<file path="src/rtl/spi_pkg.sv">
// rtl/spi_pkg.sv - SPI mode constants, FSM state type and shared frame width
package spi_pkg;

  localparam int SPI_DATA_WIDTH = 8;

  // {CPOL, CPHA}
  localparam logic [1:0] MODE0 = 2'b00;
  localparam logic [1:0] MODE1 = 2'b01;
  localparam logic [1:0] MODE2 = 2'b10;
  localparam logic [1:0] MODE3 = 2'b11;

  typedef enum logic {
    IDLE   = 1'b0,
    ACTIVE = 1'b1
  } spi_state_e;

endpackage

</file>
<file path="src/rtl/spi_sync_edge.sv">
// rtl/spi_sync_edge.sv - two-flop synchroniser with a third flop for rise/fall detect
module spi_sync_edge #(
  parameter logic RESET_VAL = 1'b0
) (
  input  logic clk,
  input  logic rst_n,
  input  logic i_async,
  output logic o_rise,
  output logic o_fall
);

  logic [2:0] r_sync;

  always_ff @(posedge clk or negedge rst_n) begin
    if (!rst_n) r_sync <= {3{RESET_VAL}};
    else        r_sync <= {r_sync[1:0], i_async};
  end

  assign o_rise = r_sync[1] & ~r_sync[2];
  assign o_fall = ~r_sync[1] & r_sync[2];

endmodule

</file>
<file path="src/rtl/spi_slave.sv">
// rtl/spi_slave.sv - oversampling SPI target, one DATA_WIDTH word in and out per frame slot
module spi_slave
  import spi_pkg::*;
#(
  parameter logic CPOL       = 1'b0,
  parameter logic CPHA       = 1'b0,
  parameter int   DATA_WIDTH = SPI_DATA_WIDTH
) (
  input  logic                  clk,
  input  logic                  rst_n,
  input  logic                  sck,
  input  logic                  nss,
  input  logic                  mosi,
  output logic                  miso,
  output logic                  miso_oe,
  input  logic [DATA_WIDTH-1:0] data_send,
  input  logic                  data_valid,
  output logic [DATA_WIDTH-1:0] data_recv,
  output logic                  recv_completed,
  output logic                  send_completed,
  output logic                  frame_abort,
  output logic                  busy
);

  localparam int CNT_W = $clog2(DATA_WIDTH + 1);
  localparam logic [CNT_W-1:0] LAST_BIT = CNT_W'(DATA_WIDTH - 1);

  spi_state_e            r_state;
  logic [DATA_WIDTH-1:0] r_tx_hold;
  logic [DATA_WIDTH-1:0] r_tx_shift;
  logic [DATA_WIDTH-1:0] r_rx_shift;
  logic [CNT_W-1:0]      r_bit_cnt;
  logic                  r_mosi_meta;
  logic                  r_mosi_sync;

  logic                  w_sck_rise, w_sck_fall, w_nss_rise, w_nss_fall;
  logic                  w_lead, w_trail, w_sample, w_shift, w_last, w_partial;
  logic [DATA_WIDTH-1:0] w_tx_next, w_load_shift, w_rx_next;
  logic [DATA_WIDTH:0]   w_rx_cat;
  logic                  w_load_miso;

  spi_sync_edge #(.RESET_VAL(CPOL)) u_sck_sync (
    .clk    (clk),
    .rst_n  (rst_n),
    .i_async(sck),
    .o_rise (w_sck_rise),
    .o_fall (w_sck_fall)
  );

  spi_sync_edge #(.RESET_VAL(1'b1)) u_nss_sync (
    .clk    (clk),
    .rst_n  (rst_n),
    .i_async(nss),
    .o_rise (w_nss_rise),
    .o_fall (w_nss_fall)
  );

  // mosi only needs two flops: its synced copy lines up with sck's edge-detect stage
  always_ff @(posedge clk or negedge rst_n) begin
    if (!rst_n) begin
      r_mosi_meta <= 1'b0;
      r_mosi_sync <= 1'b0;
    end else begin
      r_mosi_meta <= mosi;
      r_mosi_sync <= r_mosi_meta;
    end
  end

  assign w_lead    = CPOL ? w_sck_fall : w_sck_rise;
  assign w_trail   = CPOL ? w_sck_rise : w_sck_fall;
  assign w_sample  = CPHA ? w_trail : w_lead;
  assign w_shift   = CPHA ? w_lead : w_trail;
  assign w_last    = w_sample && (r_bit_cnt == LAST_BIT);
  assign w_partial = w_sample ? (r_bit_cnt != LAST_BIT) : (r_bit_cnt != '0);

  // A strobe landing on a load cycle bypasses the holding register
  assign w_tx_next    = data_valid ? data_send : r_tx_hold;
  assign w_load_shift = CPHA ? w_tx_next : (w_tx_next << 1);
  assign w_load_miso  = CPHA ? miso : w_tx_next[DATA_WIDTH-1];
  assign w_rx_cat     = {r_rx_shift, r_mosi_sync};
  assign w_rx_next    = w_rx_cat[DATA_WIDTH-1:0];

  always_ff @(posedge clk or negedge rst_n) begin
    if (!rst_n) begin
      r_state        <= IDLE;
      r_tx_hold      <= '0;
      r_tx_shift     <= '0;
      r_rx_shift     <= '0;
      r_bit_cnt      <= '0;
      miso           <= 1'b0;
      miso_oe        <= 1'b0;
      data_recv      <= '0;
      recv_completed <= 1'b0;
      send_completed <= 1'b0;
      frame_abort    <= 1'b0;
      busy           <= 1'b0;
    end else begin
      recv_completed <= 1'b0;
      send_completed <= 1'b0;
      frame_abort    <= 1'b0;
      if (data_valid) r_tx_hold <= data_send;

      case (r_state)
        IDLE: begin
          r_bit_cnt <= '0;
          miso_oe   <= 1'b0;
          if (w_nss_fall) begin
            r_state    <= ACTIVE;
            busy       <= 1'b1;
            miso_oe    <= 1'b1;
            r_tx_shift <= w_load_shift;
            miso       <= w_load_miso;
          end
        end

        ACTIVE: begin
          if (w_sample) begin
            r_rx_shift <= w_rx_next;
            if (w_last) begin
              data_recv      <= w_rx_next;
              recv_completed <= 1'b1;
              send_completed <= 1'b1;
              r_bit_cnt      <= '0;
              r_tx_shift     <= w_load_shift;
              miso           <= w_load_miso;
            end else begin
              r_bit_cnt <= r_bit_cnt + CNT_W'(1);
            end
          end else if (w_shift && (CPHA || r_bit_cnt != '0)) begin
            // CPHA=0 skips the trailing edge after the final sample; the reload already set the MSB
            miso       <= r_tx_shift[DATA_WIDTH-1];
            r_tx_shift <= r_tx_shift << 1;
          end

          if (w_nss_rise) begin
            r_state     <= IDLE;
            busy        <= 1'b0;
            miso_oe     <= 1'b0;
            r_bit_cnt   <= '0;
            frame_abort <= w_partial;
          end
        end

        default: r_state <= IDLE;
      endcase
    end
  end

endmodule

</file>
<file path="config.mk">
export PLATFORM = sky130hd
export DESIGN_NAME = spi_slave
export DESIGN_NICKNAME = d
export VERILOG_FILES = /design/src/rtl/spi_pkg.sv /design/src/rtl/spi_sync_edge.sv /design/src/rtl/spi_slave.sv
export SDC_FILE = /design/constraint.sdc
export NUM_CORES = 1
export LEC_CHECK = 0
export ABC_AREA = 1
export BUFFER_PORTS_ARGS = -buffer_cell sky130_fd_sc_hd__buf_2
export CORE_AREA = 2 2 55 108
export DETAILED_ROUTE_END_ITERATION = 8
export DIE_AREA = 0 0 57 110
export MAX_ROUTING_LAYER = met4
export PLACE_DENSITY_LB_ADDON = 0.12
export SLEW_MARGIN = 20
export SYNTH_ARGS = -nofsm -noshare
export SYNTH_HDL_FRONTEND = slang
export SYNTH_SLANG_ARGS = --single-unit
</file>
<file path="constraint.sdc">
create_clock -name clk -period 2.5 [get_ports clk]
set_input_delay 0.5 -clock clk [delete_from_list [all_inputs] [get_ports clk]]
set_output_delay 0.5 -clock clk [all_outputs]
set_load 0.1 [all_outputs]
</file>
### Word-level counts from Yosys, hierarchy flattened

Cells that the tools add are included.

* $add $sub $neg: 1
* equality and inequality tests: 7
* muxes and demuxes: 28
* bitwise operators: 9
* reductions and logical operators: 7

Operator list (number)
* 2-to-1 mux 8 bit: 5
* one-hot mux 8 bit (2 select lines): 1
* 2-to-1 mux 1 bit: 14
* 2-to-1 mux 4 bit: 3
* one-hot mux 1 bit (2 select lines): 4
* one-hot mux 4 bit (2 select lines): 1
* != test 3 x 1 -> 1 bit, second input constant: 2
* AND reduction 3 bit: 2
* inverter 1 bit: 5
* adder 4 x 1 -> 4 bit, second input constant: 1
* AND 1 bit: 4
* == test 4 x 3 -> 1 bit, second input constant: 1
* != test 2 x 1 -> 1 bit, second input constant: 2
* != test 4 x 3 -> 1 bit, second input constant: 1
* AND reduction 2 bit: 2
* nonzero test 4 bit: 1
* != test 3 x 2 -> 1 bit, second input constant: 1
* logical AND 1 bit: 2

* flip-flop bits (word level): 49
* input bits: 14
* word-level logic and storage cells: 67

### Depth between registers and ports, before layout

Gate-level depths: netlist of run 1.

* word-level depth: 7
* mapped depth: 9

### Cells and area by module

A second synthesis of run 1 with hierarchy kept.

* cell total of the unflattened synthesis: 233
* area, all modules: 2094.5 um^2

By module, submodules not included
* spi_slave: instances 1, cells an instance 219, area each 1910.6 um^2
* spi_sync_edge (u_nss_sync): instances 1, cells an instance 7, area each 93.8 um^2
* spi_sync_edge (u_sck_sync): instances 1, cells an instance 7, area each 90.1 um^2

### Worst setup path after synthesis of run 1

No wires, ideal clock.

* path type: reg2out
* from: register send_completed
* to: output port send_completed
* arrival time: 1324 ps
* data required time: 2000 ps
* path slack: 676 ps
* cell stages (with the launch flop): 2
* buffers on the path: 1
* cells stage by stage: dfrtp_1 buf_4

RTL lines
* start: declaration: RTL line spi_slave.sv:20 `output logic send_completed,`
* start signal: assignment: RTL line spi_slave.sv:94 `send_completed <= 1'b0;`
* start signal: assignment: RTL line spi_slave.sv:99 `send_completed <= 1'b0;`
* start signal: assignment: RTL line spi_slave.sv:122 `send_completed <= 1'b1;`

No word-level cell between the ends.

### Worst setup path after layout of run 1

* from: register data_recv[6]
* to: output port data_recv[6]

RTL lines
* start: declaration: RTL line spi_slave.sv:18 `output logic [DATA_WIDTH-1:0] data_recv,`
* start signal: assignment: RTL line spi_slave.sv:120 `data_recv <= w_rx_next;`

No word-level cell between the ends.

==> reports/summary.json, run 1 <==
{
  "run_status": {"value": "complete, no violations"},
  "drc": {"value": 0},
  "detail_route.iter0.violations": {"value": 26},
  "numClockSinks": {"value": 48},
  "worst-r2r-cell-count": {"value": 6},
  "reg2reg_setup_slack": {"value": 1020, "unit": "ps"},
  "pwr_density_cell": {"value": 787, "unit": "nW/um^2"},
  "critPathLaunchType": {"value": "flop"},
  "diodes": {"value": 0},
  "die-area": {"value": 6270, "unit": "sq um"},
  "post-cts-setup-buffer-count": {"value": 0},
  "sequentialPowerShare": {"value": 52.1, "unit": "%"},
  "holdWs": {"value": 102, "unit": "ps"},
  "nFillCells": {"value": 568},
  "critical_path_depth": {"value": 1},
  "timing_hold_violations_final": {"value": 0},
  "dpl.cell_count": {"value": 314},
  "timing.final.crit_period": {"value": 1610, "unit": "ps"},
  "setup_viol_count_final": {"value": 0},
  "power.share.combinational": {"value": 23.4, "unit": "%"},
  "route.vias.total": {"value": 1484},
  "number_of_antenna_violations_at_the_first_check_in_global_routing": {"value": 0},
  "cp.required": {"value": 2000, "unit": "ps"},
  "leading_cell_types_in_the_layout_fill_and_taps_excluded": {"value": "nand2_1, dfrtp_1, buf_2"},
  "die_y": {"value": 110, "unit": "microns"},
  "postLayoutSetupSlackWorst": {"value": 893, "unit": "ps"},
  "p_sw": {"value": 0.657, "unit": "mW"},
  "leading_cell_type_in_the_layout_fill_and_taps_excluded": {"value": "nand2_1"},
  "critPathMaxStageDelay": {"value": 430, "unit": "ps"},
  "ys_top_cells_by_area": {"value": "dfrtp_1, nand2_1, inv_1"},
  "critical_path_peak_fanout": {"value": 2},
  "final_nets": {"value": 277},
  "final_layout_size_suffix_gt1_share": {"value": 24.0, "unit": "%"},
  "yosysSeqAreaShare": {"value": 56.9, "unit": "%"},
  "gpl.final_weighted_congestion": {"value": 0.796},
  "seq_cells_post_synth": {"value": 48},
  "synthesis_warning_total": {"value": 0},
  "cts.reportedPaths.clkPinSlew": {"value": 90, "unit": "ps"},
  "worstPathBufferInverterCount": {"value": 1},
  "routed_wirelength": {"value": 4020, "unit": "microns"},
  "place_hpwl": {"value": 3060, "unit": "microns"},
  "final_design_area_no_fill": {"value": 2380, "unit": "sq um"},
  "cts_inserted_buffers": {"value": 5},
  "final-instance-count-excl-fill": {"value": 322},
  "post_synth_inst_count": {"value": 231},
  "core_region_area": {"value": 5420, "unit": "sq um"},
  "syn-mean-instance-area": {"value": 9.16, "unit": "sq um"},
  "cell_internal_power": {"value": 1.21, "unit": "mW"},
  "synth_cell_type_count": {"value": 21},
  "sw_frac_of_total": {"value": 35.1, "unit": "%"},
  "placement.io_buffers": {"value": 27},
  "drt_first_pass_iters": {"value": 4},
  "arrival": {"value": 1110, "unit": "ps"},
  "grt_first_pass_wirelength": {"value": 7000, "unit": "microns"},
  "share_clk_of_total_power": {"value": 24.5, "unit": "%"},
  "number_of_buffers_inserted_by_hold_repair_at_cts": {"value": 0},
  "hold_path.class": {"value": "in2async"},
  "totalPowerFinal": {"value": 1.87, "unit": "mW"},
  "clock_path_buffers": {"value": 2},
  "crit_family": {"value": "buffers and inverters"},
  "detail_route.wl_per_cell": {"value": 12.5, "unit": "microns"},
  "antenna_violating_nets_post_route": {"value": 0},
  "row_count": {"value": 38},
  "rsz0062_at_grt": {"value": "no"},
  "slew_headroom": {"value": 67.7, "unit": "%"},
  "cp-end-kind": {"value": "primary output"},
  "fin_setup_tns": {"value": 0, "unit": "ps"},
  "crit_path_top_delay_cell": {"value": "buf_2"},
  "place_area": {"value": 2290, "unit": "sq um"},
  "average_via_count_per_standard_cell": {"value": 4.61},
  "fmax": {"value": 0.622, "unit": "GHz"},
  "cts_tree": {"value": "done"},
  "synth.net_count": {"value": 247},
  "clk-insertion-delay-late": {"value": 300, "unit": "ps"},
  "gr-total-overflow": {"value": 0},
  "pin_count": {"value": 28},
  "power.leakage": {"value": 1.32, "unit": "nW"},
  "final.setup_skew": {"value": 4.69, "unit": "ps"},
  "critical_path.cell_chain": {"value": "buf_2"},
  "pre_cts_slack": {"value": 1010, "unit": "ps"},
  "postLayoutCoreUtil": {"value": 43.9, "unit": "%"},
  "crit_path_class": {"value": "reg2out"},
  "number_of_global_route_vias_before_repair": {"value": 1567},
  "cts_resized": {"value": 0},
  "drv_cap": {"value": 0},
  "grt_start_max_net_pins": {"value": 33},
  "area.growth.synth_to_final": {"value": 12.4, "unit": "%"},
  "initial_core_util": {"value": 39.0, "unit": "%"},
  "clock_tree.root_cell": {"value": "clkbuf_8"},
  "yosys.area.top_type": {"value": "dfrtp_1"},
  "cts_htree_levels": {"value": 2},
  "vdd_drop_max": {"value": 0.000417, "unit": "V"},
  "maxSlewViolCount": {"value": 0},
  "die_x": {"value": 57, "unit": "microns"},
  "post-route-period-util": {"value": 64.3, "unit": "%"},
  "synth_top_area_share": {"value": 53.2, "unit": "%"},
  "globalRouteTotalUtil": {"value": 15.2, "unit": "%"},
  "post_synth_instance_area": {"value": 2120, "unit": "sq um"},
  "worst_pin_slew": {"value": 488, "unit": "ps"}
}
==> layout make-up <==
cell class | count | area (sq um) | share of cell area, %
tap | 60 | 75.1 | 3.16
sequential | 48 | 1200 | 50.7
clock buffer | 6 | 72.6 | 3.05
timing repair buffer | 28 | 143 | 6.00
multi-input combinational | 148 | 751 | 31.6
inverter | 30 | 115 | 4.84
clock inverter | 2 | 16.3 | 0.684
==> cell usage after synthesis, drive strengths merged <==
cell type,instances
ha,2
nand3,17
nor2,9
dfrtp,45
buf,5
inv,30
o21ai,18
xor2,1
nand3b,3
a21oi,1
or2,2
dfstp,3
nand2,95
==> routing by layer <==
metal / track usage [%] / routed length, microns
met1: 14.3 / 1520
met3: 3.03 / 124
met4: 7.81 / 91
met5: - / 0
met2: 28.6 / 2280
==> power groups by stage <==
stage / Combinational, mW / Clock, mW / Sequential [mW]
after CTS: 0.448 / 0.481 / 0.976
final: 0.438 / 0.459 / 0.974
after global routing: 0.500 / 0.503 / 0.993
after detailed placement: 0.448 / 0 / 0.989
after floorplan: 0.253 / 0 / 1.07
after global placement: 0.444 / 0 / 0.989
==> final timing paths <==
| check | from | to |
|---|---|---|
| min reg2reg | r_mosi_meta | r_mosi_sync |
| min | rst_n | u_sck_sync.r_sync[2] |
| max | data_recv[6] | data_recv[6] |
| min in group clk | nss | u_nss_sync.r_sync[0] |
| max in group asynchronous | rst_n | r_rx_shift[0] |
| max reg2reg | r_state | r_tx_shift[4] |
==> state kept, by name, indices dropped and copies added (netlist names) <==
| signal | flops |
|---|---|
| busy | 1 |
| data_recv | 8 |
| frame_abort | 1 |
| miso | 1 |
| miso_oe | 1 |
| r_bit_cnt | 4 |
| r_mosi_meta | 1 |
| r_mosi_sync | 1 |
| r_rx_shift | 7 |
| r_state | 1 |
| r_tx_hold | 8 |
| r_tx_shift | 7 |
| send_completed | 1 |
| u_nss_sync.r_sync | 3 |
| u_sck_sync.r_sync | 3 |
==> kinds of logic (layout without fill, tap and decap cells) <==
logic type | after synthesis | in the layout | share of synthesized area, %
compound gates | 19 | 19 | 5.74
xor+xnor | 1 | 1 | 0.414
fa+ha+maj | 2 | 2 | 1.18
buf+inv | 35 | 66 | 7.57
flops | 48 | 48 | 56.9
simple gates | 126 | 126 | 28.1
Note: power is estimated with default switching activity, not from simulation.
==> inputs of run 2 (changes only) <==
==> constraint.sdc (replaced) <==
create_clock -name clk -period 1.6 [get_ports clk]
set_input_delay 0.32 -clock clk [delete_from_list [all_inputs] [get_ports clk]]
set_output_delay 0.32 -clock clk [all_outputs]
set_load 0.1 [all_outputs]
==> run 2 against run 1 <==
Count of clock-buffer cells in the layout stayed put; flip-flop and latch count stayed put; register-to-register slack worse by 770 ps; global-route usage is 1.0 points lower; wire length is 3.8% lower.
==> reports/summary.json, run 2 (same netlist as run 1, synthesis figures left out) <==
{
  "run_status": {"value": "complete, no violations"},
  "diodes": {"value": 0},
  "maxSlewViolCount": {"value": 0},
  "drc": {"value": 0},
  "pre_cts_slack": {"value": 242, "unit": "ps"},
  "initial_core_util": {"value": 39.0, "unit": "%"},
  "antenna_violating_nets_post_route": {"value": 0},
  "numClockSinks": {"value": 48},
  "crit_path_class": {"value": "reg2out"},
  "core_region_area": {"value": 5420, "unit": "sq um"},
  "final-instance-count-excl-fill": {"value": 328},
  "grt_start_max_net_pins": {"value": 31},
  "post-route-period-util": {"value": 88.6, "unit": "%"},
  "vdd_drop_max": {"value": 0.000891, "unit": "V"},
  "clock_path_buffers": {"value": 2},
  "postLayoutCoreUtil": {"value": 44.7, "unit": "%"},
  "area.growth.synth_to_final": {"value": 14.5, "unit": "%"},
  "place_hpwl": {"value": 2950, "unit": "microns"},
  "rsz0062_at_grt": {"value": "no"},
  "clk-insertion-delay-late": {"value": 300, "unit": "ps"},
  "cp.required": {"value": 1280, "unit": "ps"},
  "nFillCells": {"value": 558},
  "row_count": {"value": 38},
  "worst_pin_slew": {"value": 487, "unit": "ps"},
  "post-cts-setup-buffer-count": {"value": 0},
  "grt_first_pass_wirelength": {"value": 6700, "unit": "microns"},
  "gpl.final_weighted_congestion": {"value": 0.771},
  "cts_resized": {"value": 0},
  "leading_cell_types_in_the_layout_fill_and_taps_excluded": {"value": "nand2_1, dfrtp_1, buf_2"},
  "slew_headroom": {"value": 67.7, "unit": "%"},
  "final.setup_skew": {"value": 9.41, "unit": "ps"},
  "detail_route.wl_per_cell": {"value": 11.8, "unit": "microns"},
  "fmax": {"value": 0.706, "unit": "GHz"},
  "arrival": {"value": 1100, "unit": "ps"},
  "final_nets": {"value": 283},
  "route.vias.total": {"value": 1506},
  "hold_path.class": {"value": "in2reg"},
  "setup_viol_count_final": {"value": 0},
  "placement.io_buffers": {"value": 27},
  "timing_hold_violations_final": {"value": 0},
  "cts.reportedPaths.clkPinSlew": {"value": 80, "unit": "ps"},
  "crit_family": {"value": "buffers and inverters"},
  "final_layout_size_suffix_gt1_share": {"value": 25.7, "unit": "%"},
  "pwr_density_cell": {"value": 1200, "unit": "nW/um^2"},
  "postLayoutSetupSlackWorst": {"value": 183, "unit": "ps"},
  "timing.final.crit_period": {"value": 1420, "unit": "ps"},
  "critPathMaxStageDelay": {"value": 430, "unit": "ps"},
  "dpl.cell_count": {"value": 319},
  "die-area": {"value": 6270, "unit": "sq um"},
  "routed_wirelength": {"value": 3860, "unit": "microns"},
  "critical_path.cell_chain": {"value": "buf_2"},
  "crit_path_top_delay_cell": {"value": "buf_2"},
  "leading_cell_type_in_the_layout_fill_and_taps_excluded": {"value": "nand2_1"},
  "critPathLaunchType": {"value": "flop"},
  "pin_count": {"value": 28},
  "detail_route.iter0.violations": {"value": 29},
  "top_regs": {"value": "data_recv: 8 flops, r_tx_hold: 8 flops"},
  "gr-total-overflow": {"value": 0},
  "fin_setup_tns": {"value": 0, "unit": "ps"},
  "clock_tree.root_cell": {"value": "clkbuf_8"},
  "drv_cap": {"value": 0},
  "drt_first_pass_iters": {"value": 4},
  "die_y": {"value": 110, "unit": "microns"},
  "totalPowerFinal": {"value": 2.91, "unit": "mW"},
  "number_of_antenna_violations_at_the_first_check_in_global_routing": {"value": 0},
  "cts_htree_levels": {"value": 2},
  "cts_tree": {"value": "done"},
  "number_of_global_route_vias_before_repair": {"value": 1525},
  "globalRouteTotalUtil": {"value": 14.2, "unit": "%"},
  "power.leakage": {"value": 1.35, "unit": "nW"},
  "cts_inserted_buffers": {"value": 5},
  "cp-end-kind": {"value": "primary output"},
  "worstPathBufferInverterCount": {"value": 1},
  "die_x": {"value": 57, "unit": "microns"},
  "average_via_count_per_standard_cell": {"value": 4.59},
  "critical_path_peak_fanout": {"value": 2}
}
[run 2: changes by cell type in the layout (fill, tap and decap cells not counted), sizes merged]
cell         before  now
buf              28   33
dlygate4sd3       0    1
[run 2: cell type report]
class / count / area [sq um] / share of cell area [%]
sequential: 48 / 1210 / 49.8
multi-input combinational: 148 / 751 / 31.0
timing repair buffer: 34 / 190 / 7.85
inverter: 30 / 115 / 4.75
tap: 60 / 75.1 / 3.10
clock buffer: 6 / 72.6 / 3.00
clock inverter: 2 / 12.5 / 0.517
[run 2: worst paths after layout]
kind | from | to | slack [ps] | depth (start not counted)
hold reg to reg | r_mosi_meta | r_mosi_sync | 350 | 0
setup / recovery | data_recv[6] | data_recv[6] | 180 | 1
hold / removal | nss | u_nss_sync.r_sync[0] | 120 | 1
setup reg to reg | u_nss_sync.r_sync[1] | r_bit_cnt[0] | 250 | 6
min in group asynchronous | rst_n | busy | 520 | 3
max in group asynchronous | rst_n | u_nss_sync.r_sync[0] | 720 | 3
[run 2: per-stage QoR]
step	instance area, sq um	hold slack, ps
3_5_place_dp	2330	307
3_3_place_gp	2330	307
4_1_cts	2420	102
5_1_grt	2420	101
2_1_floorplan	2120	24.4
6_report	2420	117
[run 2: power by group]
group          total [mW]  switching [mW]  internal [mW]
clock               0.696           0.390          0.306
sequential           1.51          0.0997           1.41
combinational       0.710           0.511          0.200
[run 2: timing repair]
item                                   CTS  global route
hold buffers                             1             0
endpoints found under the hold margin   18             0
setup endpoints to repair                0             0
[run 2: per-layer routing]
layer / global-route usage (%) / share of wire, % / wire [microns] / vias up
li1: - / - / - / 773
met5: - / 0 / 0 / -
met4: 5.98 / 0.98 / 38 / 0
met2: 27.7 / 57 / 2200 / 22
met1: 13.3 / 40 / 1530 / 709
met3: 2.45 / 2.4 / 94 / 2
==> inputs of run 3 (changes only) <==
--- a/config.mk
+++ b/config.mk
@@ -7,11 +7,14 @@
 export LEC_CHECK = 0
 export ABC_AREA = 1
 export BUFFER_PORTS_ARGS = -buffer_cell sky130_fd_sc_hd__buf_2
+export CELL_PAD_IN_SITES_DETAIL_PLACEMENT = 0
+export CELL_PAD_IN_SITES_GLOBAL_PLACEMENT = 1
 export CORE_AREA = 2 2 55 108
 export DETAILED_ROUTE_END_ITERATION = 8
 export DIE_AREA = 0 0 57 110
 export MAX_ROUTING_LAYER = met4
 export PLACE_DENSITY_LB_ADDON = 0.12
+export REMOVE_ABC_BUFFERS = 1
 export SLEW_MARGIN = 20
 export SYNTH_ARGS = -nofsm -noshare
 export SYNTH_HDL_FRONTEND = slang
==> run 3 against run 2 <==
The flow now finishes with violations (hold timing); flip-flop and latch count unchanged; highest routed layer unchanged; total power is 0.63% higher; critical endpoint unchanged; first-iteration DRC count up 41%; core utilization down 0.25 points; non-clock buffer count fell by 3; sequential power barely moved; via count grew 0.40%; register-to-register slack is essentially flat; combinational power is 0.6% lower.
==> reports/summary.json, run 3 (same netlist as run 1, synthesis figures left out) <==
{
  "run_status": {"value": "finished, violations left"},
  "violations": {"value": "hold timing"},
  "fmax": {"value": 0.697, "unit": "GHz"},
  "die_x": {"value": 57, "unit": "microns"},
  "grt_first_pass_wirelength": {"value": 7120, "unit": "microns"},
  "globalRouteTotalUtil": {"value": 15.3, "unit": "%"},
  "top_regs": {"value": "data_recv: 8 flops, r_tx_hold: 8 flops"},
  "arrival": {"value": 1110, "unit": "ps"},
  "slew_headroom": {"value": 67.8, "unit": "%"},
  "holdWs": {"value": -17.2, "unit": "ps"},
  "crit_end": {"value": "data_recv[6]"},
  "die_y": {"value": 110, "unit": "microns"},
  "critical_path_depth": {"value": 1},
  "crit_family": {"value": "buffers and inverters"},
  "gr-total-overflow": {"value": 0},
  "critical_path.startpoint": {"value": "data_recv[6]"},
  "core_region_area": {"value": 5420, "unit": "sq um"},
  "crit_path_class": {"value": "reg2out"},
  "worst_pin_slew": {"value": 487, "unit": "ps"},
  "diodes": {"value": 0},
  "cts_inserted_buffers": {"value": 5},
  "grt_start_max_net_pins": {"value": 49},
  "maxSlewViolCount": {"value": 0},
  "post-route-period-util": {"value": 89.7, "unit": "%"},
  "drv_cap": {"value": 0},
  "clock_tree.root_cell": {"value": "clkbuf_8"},
  "reg2reg_to": {"value": "miso"},
  "pin_count": {"value": 28},
  "final_layout_size_suffix_gt1_share": {"value": 24.9, "unit": "%"},
  "leading_cell_types_in_the_layout_fill_and_taps_excluded": {"value": "nand2_1, dfrtp_1, buf_2"},
  "drt_first_pass_iters": {"value": 4},
  "final.setup_skew": {"value": 10.2, "unit": "ps"},
  "average_via_count_per_standard_cell": {"value": 4.65},
  "leading_cell_type_in_the_layout_fill_and_taps_excluded": {"value": "nand2_1"},
  "routed_wirelength": {"value": 4130, "unit": "microns"},
  "numClockSinks": {"value": 48},
  "cp-end-kind": {"value": "primary output"},
  "cts.reportedPaths.clkPinSlew": {"value": 100, "unit": "ps"},
  "critPathLaunchType": {"value": "flop"},
  "drc": {"value": 0},
  "r2r-start": {"value": "r_bit_cnt[0]"},
  "antenna_violating_nets_post_route": {"value": 0},
  "timing_hold_violations_final": {"value": 14},
  "critical_path_peak_fanout": {"value": 2},
  "number_of_global_route_vias_before_repair": {"value": 1595},
  "rsz0062_at_grt": {"value": "no"},
  "gpl.final_weighted_congestion": {"value": 0.746},
  "timing.final.crit_period": {"value": 1430, "unit": "ps"},
  "crit_path_top_delay_cell": {"value": "buf_2"},
  "hold_path.class": {"value": "in2async"},
  "postLayoutCoreUtil": {"value": 44.4, "unit": "%"},
  "power.leakage": {"value": 1.34, "unit": "nW"},
  "cts_resized": {"value": 0},
  "number_of_antenna_violations_at_the_first_check_in_global_routing": {"value": 0},
  "setup_viol_count_final": {"value": 0},
  "worst-r2r-cell-count": {"value": 7},
  "route.vias.total": {"value": 1512},
  "initial_core_util": {"value": 39.0, "unit": "%"},
  "critPathMaxStageDelay": {"value": 430, "unit": "ps"},
  "row_count": {"value": 38},
  "pwr_density_cell": {"value": 1220, "unit": "nW/um^2"},
  "clk-insertion-delay-late": {"value": 300, "unit": "ps"},
  "cts_tree": {"value": "done"},
  "critical_path.cell_chain": {"value": "buf_2"},
  "fin_setup_tns": {"value": 0, "unit": "ps"},
  "cts_htree_levels": {"value": 2},
  "clock_path_buffers": {"value": 2},
  "die-area": {"value": 6270, "unit": "sq um"},
  "number_of_buffers_inserted_by_hold_repair_at_cts": {"value": 0},
  "reg2reg_setup_slack": {"value": 260, "unit": "ps"},
  "detail_route.iter0.violations": {"value": 41},
  "post-cts-setup-buffer-count": {"value": 0},
  "place_hpwl": {"value": 3060, "unit": "microns"},
  "detail_route.wl_per_cell": {"value": 12.7, "unit": "microns"},
  "worstPathBufferInverterCount": {"value": 1},
  "placement.io_buffers": {"value": 27},
  "final_nets": {"value": 280},
  "vdd_drop_max": {"value": 0.000839, "unit": "V"},
  "area.growth.synth_to_final": {"value": 13.8, "unit": "%"},
  "cp.required": {"value": 1280, "unit": "ps"}
}
==> run 3: cell types whose count changed in the layout (fill, tap and decap cells not counted), sizes merged <==
cell / before / now
buf: 33 / 31
dlygate4sd3: 1 / 0
==> run 3: layer usage <==
| metal | part of all wire, % | vias up | wire length [microns] | global-route usage [%] |
|---|---|---|---|---|
| met5 | 0 | - | 0 | - |
| met4 | 1.8 | 0 | 76 | 5.48 |
| met3 | 2.9 | 5 | 119 | 2.80 |
| met2 | 58 | 22 | 2380 | 29.6 |
| met1 | 38 | 717 | 1550 | 14.8 |
| li1 | - | 768 | - | - |
==> run 3: cell type report <==
class / count / area, sq um
fillers: 562 / 3010
clock inverters: 2 / 12.5
flip-flops and latches: 48 / 1200
multi-input cells: 148 / 751
clock buffers: 6 / 72.6
repair buffers: 31 / 178
well taps: 60 / 75.1
inverters: 30 / 115
==> run 3: worst min path at each step <==
| stage | to | slack, ps | depth (start not counted) |
|---|---|---|---|
| finish | r_tx_hold[5] | -20 | 2 |
| global route | send_completed | 20 | 2 |
| CTS | send_completed | 4 | 2 |
| detailed placement | r_tx_hold[5] | 330 | 2 |
| global placement | r_tx_hold[7] | 330 | 2 |
| floorplan | busy | 20 | 0 |
==> run 3: through the flow <==
stage	cells	setup WS [ps]	hold slack, ps	power [mW]	area (sq um)
4_1_cts	325	164	4.21	2.98	2410
3_5_place_dp	317	228	328	2.26	2320
2_1_floorplan	226	-199	24.4	2.05	2070
6_report	325	166	-17.2	2.93	2410
5_1_grt	325	93.0	17.4	3.12	2410
3_3_place_gp	317	231	330	2.26	2320
==> run 3: report_power, final <==
part / switching, mW / internal, mW
Sequential: 0.105 / 1.41
Combinational: 0.513 / 0.193
Clock: 0.407 / 0.306
